### config.mk
export PLATFORM = sky130hd
export DESIGN_NAME = spi_reg_bank
export DESIGN_NICKNAME = d
export VERILOG_FILES = /design/src/rtl/rbz_spi_pkg.sv /design/src/rtl/spi_in_sync.sv /design/src/rtl/spi_reg_bank.sv
export SDC_FILE = /design/constraint.sdc
export NUM_CORES = 1
export LEC_CHECK = 0
export CAP_MARGIN = 25
export CORE_MARGIN = 2
export CORE_UTILIZATION = 29
export CTS_CLUSTER_DIAMETER = 200
export CTS_CLUSTER_SIZE = 16
export DETAILED_ROUTE_END_ITERATION = 7
export PLACE_DENSITY = 0.5
export REMOVE_ABC_BUFFERS = 1
export SKIP_CTS_REPAIR_TIMING = 1
export SKIP_LAST_GASP = 1
export SYNTH_ARGS = -nofsm -noshare
export SYNTH_HDL_FRONTEND = slang
export SYNTH_SLANG_ARGS = --single-unit
export TNS_END_PERCENT = 50
### constraint.sdc
create_clock -name i_clk -period 2.4 [get_ports i_clk]
set_input_delay 0.36 -clock i_clk [delete_from_list [all_inputs] [get_ports i_clk]]
set_output_delay 0.36 -clock i_clk [all_outputs]
set_load 0.01 [all_outputs]
### src/rtl/rbz_spi_pkg.sv
`default_nettype none
// ============================================================================
// Module   : rbz_spi_pkg
// Purpose  : Shared types and constants for the SPI-loaded register bank.
//            - spi_state_e : frame receiver states
//            - c_sync_depth: flops in each pin synchroniser chain
// Revision : 1.0 - initial release
// ============================================================================
package rbz_spi_pkg;

    typedef enum logic [1:0] {
        ST_IDLE = 2'd0,
        ST_ADDR = 2'd1,
        ST_DATA = 2'd2,
        ST_DONE = 2'd3
    } spi_state_e;

    localparam int c_sync_depth = 2;

endpackage : rbz_spi_pkg
`default_nettype wire

### src/rtl/spi_in_sync.sv
`default_nettype none
// ============================================================================
// Module   : spi_in_sync
// Purpose  : Brings one asynchronous pin into the i_clk domain through a
//            c_sync_depth flop chain and derives single-cycle rise/fall
//            pulses from the synchronised history.
// Ports    : i_clk      - system clock
//            i_reset_n  - asynchronous active-low reset
//            i_pin      - asynchronous input pin
//            o_level    - synchronised level
//            o_rise     - one-cycle pulse on a synchronised 0->1 transition
//            o_fall     - one-cycle pulse on a synchronised 1->0 transition
// Revision : 1.0 - initial release
// ============================================================================
module spi_in_sync
    import rbz_spi_pkg::*;
#(
    parameter logic RESET_VAL = 1'b0
) (
    input  logic i_clk,
    input  logic i_reset_n,
    input  logic i_pin,
    output logic o_level,
    output logic o_rise,
    output logic o_fall
);

    logic [c_sync_depth-1:0] sync_q, sync_d;
    logic                    prev_q, prev_d;
    // Fills with ones after reset; edges are only reported once the chain
    // and the previous-value flop hold real pin samples rather than reset
    // values, so a pin already sitting at the "other" level when reset lifts
    // never produces a phantom edge.
    logic [c_sync_depth:0]   valid_q, valid_d;

    always_comb begin
        sync_d  = {sync_q[c_sync_depth-2:0], i_pin};
        prev_d  = sync_q[c_sync_depth-1];
        valid_d = {valid_q[c_sync_depth-1:0], 1'b1};
    end

    always_ff @(posedge i_clk or negedge i_reset_n) begin
        if (!i_reset_n) begin
            sync_q  <= {c_sync_depth{RESET_VAL}};
            prev_q  <= RESET_VAL;
            valid_q <= '0;
        end else begin
            sync_q  <= sync_d;
            prev_q  <= prev_d;
            valid_q <= valid_d;
        end
    end

    assign o_level = sync_q[c_sync_depth-1];
    assign o_rise  = valid_q[c_sync_depth] &  o_level & ~prev_q;
    assign o_fall  = valid_q[c_sync_depth] & ~o_level &  prev_q;

endmodule : spi_in_sync
`default_nettype wire

### src/rtl/spi_reg_bank.sv
`default_nettype none
// ============================================================================
// Module   : spi_reg_bank
// Purpose  : SPI-loaded register bank with frame-synchronous commit. Frames
//            of ADDR_W address bits then DATA_W data bits (MSB first) land in
//            a staging array; i_commit copies pending staged values to the
//            live outputs so the consumer never sees a half-updated set.
// Ports    : i_clk, i_reset_n        - clock, async active-low reset
//            i_sclk, i_csb, i_mosi   - asynchronous SPI mode-0 pins
//            i_commit                - move all pending staging -> live
//            i_immediate             - completed writes go straight to live
//            o_regs                  - live values, reg r at [r*DATA_W +: DATA_W]
//            o_pending               - some staged write not yet committed
//            o_wr_strobe             - pulse per accepted complete frame
//            o_abort                 - pulse when csb cuts a frame short
// Revision : 1.0 - initial release
// ============================================================================
module spi_reg_bank
    import rbz_spi_pkg::*;
#(
    parameter int NUM_REGS = 8,
    parameter int ADDR_W   = 4,
    parameter int DATA_W   = 16
) (
    input  logic                         i_clk,
    input  logic                         i_reset_n,
    input  logic                         i_sclk,
    input  logic                         i_csb,
    input  logic                         i_mosi,
    input  logic                         i_commit,
    input  logic                         i_immediate,
    output logic [NUM_REGS*DATA_W-1:0]   o_regs,
    output logic                         o_pending,
    output logic                         o_wr_strobe,
    output logic                         o_abort
);

    localparam int                  c_frame_bits = ADDR_W + DATA_W;
    localparam int                  c_cnt_w      = $clog2(c_frame_bits + 1);
    localparam logic [c_cnt_w-1:0]  c_last_addr  = c_cnt_w'(ADDR_W - 1);
    localparam logic [c_cnt_w-1:0]  c_last_data  = c_cnt_w'(c_frame_bits - 1);
    localparam logic [ADDR_W:0]     c_num_regs   = (ADDR_W + 1)'(NUM_REGS);

    // ------------------------------------------------------------------
    // Pin synchronisers
    // ------------------------------------------------------------------
    logic sclk_level_unused, sclk_rise, sclk_fall_unused;
    logic csb_level_unused, csb_rise, csb_fall;
    logic mosi_level, mosi_rise_unused, mosi_fall_unused;

    spi_in_sync #(.RESET_VAL(1'b0)) u_sync_sclk (
        .i_clk     (i_clk),
        .i_reset_n (i_reset_n),
        .i_pin     (i_sclk),
        .o_level   (sclk_level_unused),
        .o_rise    (sclk_rise),
        .o_fall    (sclk_fall_unused)
    );

    spi_in_sync #(.RESET_VAL(1'b1)) u_sync_csb (
        .i_clk     (i_clk),
        .i_reset_n (i_reset_n),
        .i_pin     (i_csb),
        .o_level   (csb_level_unused),
        .o_rise    (csb_rise),
        .o_fall    (csb_fall)
    );

    spi_in_sync #(.RESET_VAL(1'b0)) u_sync_mosi (
        .i_clk     (i_clk),
        .i_reset_n (i_reset_n),
        .i_pin     (i_mosi),
        .o_level   (mosi_level),
        .o_rise    (mosi_rise_unused),
        .o_fall    (mosi_fall_unused)
    );

    // ------------------------------------------------------------------
    // Frame receiver
    // ------------------------------------------------------------------
    spi_state_e           state_q, state_d;
    logic [c_cnt_w-1:0]   cnt_q, cnt_d;
    logic [ADDR_W-1:0]    addr_q, addr_d;
    logic [DATA_W-1:0]    data_q, data_d;
    logic                 strobe_q, strobe_d;
    logic                 abort_q, abort_d;

    logic [ADDR_W-1:0]    addr_shift;
    logic [DATA_W-1:0]    data_shift;
    logic                 addr_ok;
    logic                 wr_en;

    assign addr_shift = (addr_q << 1) | ADDR_W'(mosi_level);
    assign data_shift = (data_q << 1) | DATA_W'(mosi_level);
    assign addr_ok    = ({1'b0, addr_q} < c_num_regs);

    always_comb begin
        state_d  = state_q;
        cnt_d    = cnt_q;
        addr_d   = addr_q;
        data_d   = data_q;
        strobe_d = 1'b0;
        abort_d  = 1'b0;
        wr_en    = 1'b0;
        case (state_q)
            ST_IDLE: begin
                // Only a true high->low transition opens a frame.
                if (csb_fall) begin
                    state_d = ST_ADDR;
                    cnt_d   = '0;
                    addr_d  = '0;
                    data_d  = '0;
                end
            end
            ST_ADDR: begin
                if (csb_rise) begin
                    state_d = ST_IDLE;
                    abort_d = 1'b1;
                end else if (sclk_rise) begin
                    addr_d = addr_shift;
                    cnt_d  = cnt_q + c_cnt_w'(1);
                    if (cnt_q == c_last_addr) begin
                        state_d = ST_DATA;
                    end
                end
            end
            ST_DATA: begin
                if (csb_rise) begin
                    state_d = ST_IDLE;
                    abort_d = 1'b1;
                end else if (sclk_rise) begin
                    data_d = data_shift;
                    cnt_d  = cnt_q + c_cnt_w'(1);
                    if (cnt_q == c_last_data) begin
                        // Out-of-range addresses are dropped without a strobe.
                        state_d  = ST_DONE;
                        wr_en    = addr_ok;
                        strobe_d = addr_ok;
                    end
                end
            end
            ST_DONE: begin
                if (csb_rise) begin
                    state_d = ST_IDLE;
                end
            end
            default: state_d = ST_IDLE;
        endcase
    end

    // ------------------------------------------------------------------
    // Staging / live arrays
    // ------------------------------------------------------------------
    logic [DATA_W-1:0]   staging_q [NUM_REGS];
    logic [DATA_W-1:0]   staging_d [NUM_REGS];
    logic [DATA_W-1:0]   live_q    [NUM_REGS];
    logic [DATA_W-1:0]   live_d    [NUM_REGS];
    logic [NUM_REGS-1:0] pending_q, pending_d;

    always_comb begin
        staging_d = staging_q;
        live_d    = live_q;
        pending_d = pending_q;
        for (int r = 0; r < NUM_REGS; r++) begin
            // Commit is evaluated first from the pre-write staging value, so a
            // write landing in the same cycle stays pending for the next one.
            if (i_commit && pending_q[r]) begin
                live_d[r]    = staging_q[r];
                pending_d[r] = 1'b0;
            end
            if (wr_en && (addr_q == ADDR_W'(r))) begin
                staging_d[r] = data_shift;
                if (i_immediate) begin
                    live_d[r]    = data_shift;
                    pending_d[r] = 1'b0;
                end else begin
                    pending_d[r] = 1'b1;
                end
            end
        end
    end

    always_ff @(posedge i_clk or negedge i_reset_n) begin
        if (!i_reset_n) begin
            state_q   <= ST_IDLE;
            cnt_q     <= '0;
            addr_q    <= '0;
            data_q    <= '0;
            strobe_q  <= 1'b0;
            abort_q   <= 1'b0;
            staging_q <= '{default: '0};
            live_q    <= '{default: '0};
            pending_q <= '0;
        end else begin
            state_q   <= state_d;
            cnt_q     <= cnt_d;
            addr_q    <= addr_d;
            data_q    <= data_d;
            strobe_q  <= strobe_d;
            abort_q   <= abort_d;
            staging_q <= staging_d;
            live_q    <= live_d;
            pending_q <= pending_d;
        end
    end

    generate
        for (genvar r = 0; r < NUM_REGS; r++) begin : g_regs
            assign o_regs[r*DATA_W +: DATA_W] = live_q[r];
        end
    endgenerate

    assign o_pending   = |pending_q;
    assign o_wr_strobe = strobe_q;
    assign o_abort     = abort_q;

endmodule : spi_reg_bank
`default_nettype wire

==> results.sh <==
export IMPL_routedWlPerCell_um=23.1
export IMPL_hold_viol_final=0
export IMPL_placed_area_mm2=0.0155
export IMPL_ir_drop_mv=0.370
export IMPL_std_cell_rows=77
export IMPL_synth_area_leaders="dfrtp_1, mux2i_1, mux2_2"
export IMPL_grt_pass1_vias=8491
export IMPL_maxSlewHeadroom_pct=55.8
export IMPL_cts_buffer_depth=3
export IMPL_rsz0062_at_grt="false"
export IMPL_worst_setup_path_type="register to output pin"
export IMPL_worstMarginPinSlew_ps=663
export IMPL_cp_slowest_cell="clkdlybuf4s50_1"
export IMPL_fmax_mhz=433
export IMPL_dp_hpwl_um=26800
export IMPL_synthAdderAreaFrac_pct=0.573
export IMPL_synth_top_family_by_area="multiplexers"
export IMPL_arrival_ps=1950
export IMPL_start_util_pct=29.5
export IMPL_finClkSkew_ps=10.2
export IMPL_area_growth_pct=23.1
export IMPL_via_per_inst=4.76
export IMPL_synthArstFlopShare_pct=100
export IMPL_powerDensity_mw_per_mm2=596
export IMPL_cts_root_buf="clkbuf_16"
export IMPL_min_path_type="input pin to register"
export IMPL_synth_main_ff_cell="dfrtp_1"
export IMPL_drive_gt1_share_pct=21.8
export IMPL_die_w_um=217
export IMPL_rr_worst_depth=8
export IMPL_antenna_found_initial=0
export IMPL_cts_buffers_inserted=22
export IMPL_cpLargestDelayFamily="simple AND/OR/NAND/NOR gates"
export IMPL_syn_inst=925
export IMPL_drtAntennaViolNets=0
export IMPL_synthMuxAreaShare_pct=30.3
export IMPL_num_vias=8058
export IMPL_die_area_mm2=0.0469
export IMPL_synthTopCellsByCount="dfrtp_1, mux2i_1, mux2_2"
export IMPL_path_cells="nor4_2 -> nand2_1 -> clkdlybuf4s50_1"
export IMPL_cts_sinks=303
export IMPL_finish_instance_area_mm2=0.0161
export IMPL_setup_viol_count_final=0
export IMPL_post_route_period_util_pct=96.3
export IMPL_maxSlewViolCount=0
export IMPL_startpoint_type="register"
export IMPL_reg2reg_setup_slack_ps=160
export IMPL_cts_tree="done"
export IMPL_r2r_start="state_q[0]"
export IMPL_drt_iter0_drc=397
export IMPL_p_leak_nw=8.88
export IMPL_yosysWarningCount=0
export IMPL_dr_pass1_iters=4
export IMPL_holdCritStartpoint="i_csb"
export IMPL_pin_count=138
export IMPL_hold_end="u_sync_csb.sync_q[0]"
export IMPL_clk_pin_slew_ps=80
export IMPL_period_needed_ps=2310
export IMPL_synth_compound_area_share_pct=3.01
export IMPL_critPathCaptureType="output pin"
export IMPL_overflow=0
export IMPL_die_y_um=217
export IMPL_worst_path_buf_inv=1
export IMPL_gr_usage_all_layers_pct=16.7
export IMPL_yosysSeqAreaShare_pct=57.9
export IMPL_cts_max_level=1
export IMPL_postSynthAreaPerCell_um2=14.2
export IMPL_synth_edf_count=0
export IMPL_core_area_mm2=0.0444
export IMPL_fin_tns_setup_ps=0
export IMPL_reg2reg_to="staging_q[50]"
export IMPL_post_place_cells=1660
export IMPL_fin_nets=1108
export IMPL_gp_congestion=0.740
export IMPL_cp_required_ps=2040
export IMPL_wl_um=39100
export IMPL_clk_latency_ps=520
export IMPL_synth_top_area_cell="dfrtp_1"
export IMPL_layoutNonFillerInstCount=1694
export IMPL_synth_distinct_cells=46
export IMPL_path_max_fanout=3
export IMPL_drc_errors=0
export IMPL_holdPathStages=1
export IMPL_synth_simple_area_share_pct=4.92
export IMPL_synth_top_cell_area_share_pct=57.3
export IMPL_synth_xor_area_share_pct=0
export IMPL_n_antenna_cell=0
export IMPL_maxCapViolCount=0
export IMPL_portBuffers=137
export IMPL_grt_max_degree=63
export IMPL_synth_most_common_cell="dfrtp_1"
export IMPL_outcome="completed"
export IMPL_synth_seq_cells=303
export IMPL_max_stage_delay_ps=510
export IMPL_syn_cell_area_mm2=0.0131
export IMPL_grt_first_pass_wirelength_um=58700
-- through the flow --
step | utilization, % | hold WS [ps] | total power [W] | setup slack, ps
3_5_place_dp | 34.8 | 338 | 0.00619 | 42.3
5_1_grt | 36.3 | 228 | 0.0101 | 13.3
6_report | 36.3 | 237 | 0.00961 | 88.6
3_3_place_gp | 34.8 | 332 | 0.00619 | 73.7
2_1_floorplan | - | 64.4 | 0.00582 | -429
4_1_cts | 36.2 | -198 | 0.00976 | 9.32
-- layout by cell type (no fill, tap or decap), types with 7 or more instances in the layout --
cell type	n
a21oi_1	13
a22o_1	14
buf_12	8
buf_4	61
clkbuf_1	8
clkbuf_16	23
clkdlybuf4s50_1	136
clkinv_1	15
dfrtp_1	300
mux2_2	128
mux2i_1	248
nand2_1	14
nand4_1	16
nor2b_1	9
nor3_4	7
nor4_1	11
o21a_1	7
o21ai_0	18
or3_1	9
-- kinds of logic after synthesis --
group	after synthesis
compound gates	60
fa+ha+maj	6
buf+inv	81
flops	303
mux	380
other cells	1
simple gates	94
-- where the power goes --
part | switching (W) | internal (W) | leakage (nW)
logic | 0.000514 | 0.000284 | 4.39
registers | 0.000107 | 0.00518 | 4.20
clock network | 0.00178 | 0.00174 | 0.293
total | 0.00241 | 0.00721 | 8.88
-- registers in the layout, indices dropped and copies added (netlist names) --
name	cells
o_regs	128
staging_q	128
data_q	15
pending_q	8
cnt_q	5
addr_q	4
u_sync_csb.valid_q	3
state_q	2
u_sync_csb.sync_q	2
u_sync_mosi.sync_q	2
u_sync_sclk.sync_q	2
o_abort	1
o_wr_strobe	1
u_sync_csb.prev_q	1
u_sync_sclk.prev_q	1
-- area by class of cell --
cell class	instances	area [um^2]
Fill cell	4280	28300
Sequential cell	303	7590
Multi-Input combinational cell	541	5100
Timing Repair Buffer	209	2030
Tap cell	592	741
Clock buffer	31	606
Inverter	18	67.6
-- per-layer routing --
layer	share of wire [%]	up-vias	track usage [%]	wire, um
met2	45	159	26.2	17700
li1	-	3658	-	-
met5	0	-	0	0
met1	48	4204	24.4	18800
met4	1.9	0	3.42	727
met3	4.7	37	2.53	1820
-- worst max path at each step --
stage                     slack [ps]  cells past startpoint    startpoint              to
after CTS                          9                      3  pending_q[5]       o_pending
after detailed placement          40                      8    state_q[0]   staging_q[27]
final                             90                      3  pending_q[5]       o_pending
after global placement            70                      8    state_q[0]   staging_q[16]
after floorplan                 -430                      6    state_q[0]  staging_q[118]
after global routing              10                      3  pending_q[5]       o_pending
No activity file was read; power rests on OpenSTA's default activity.
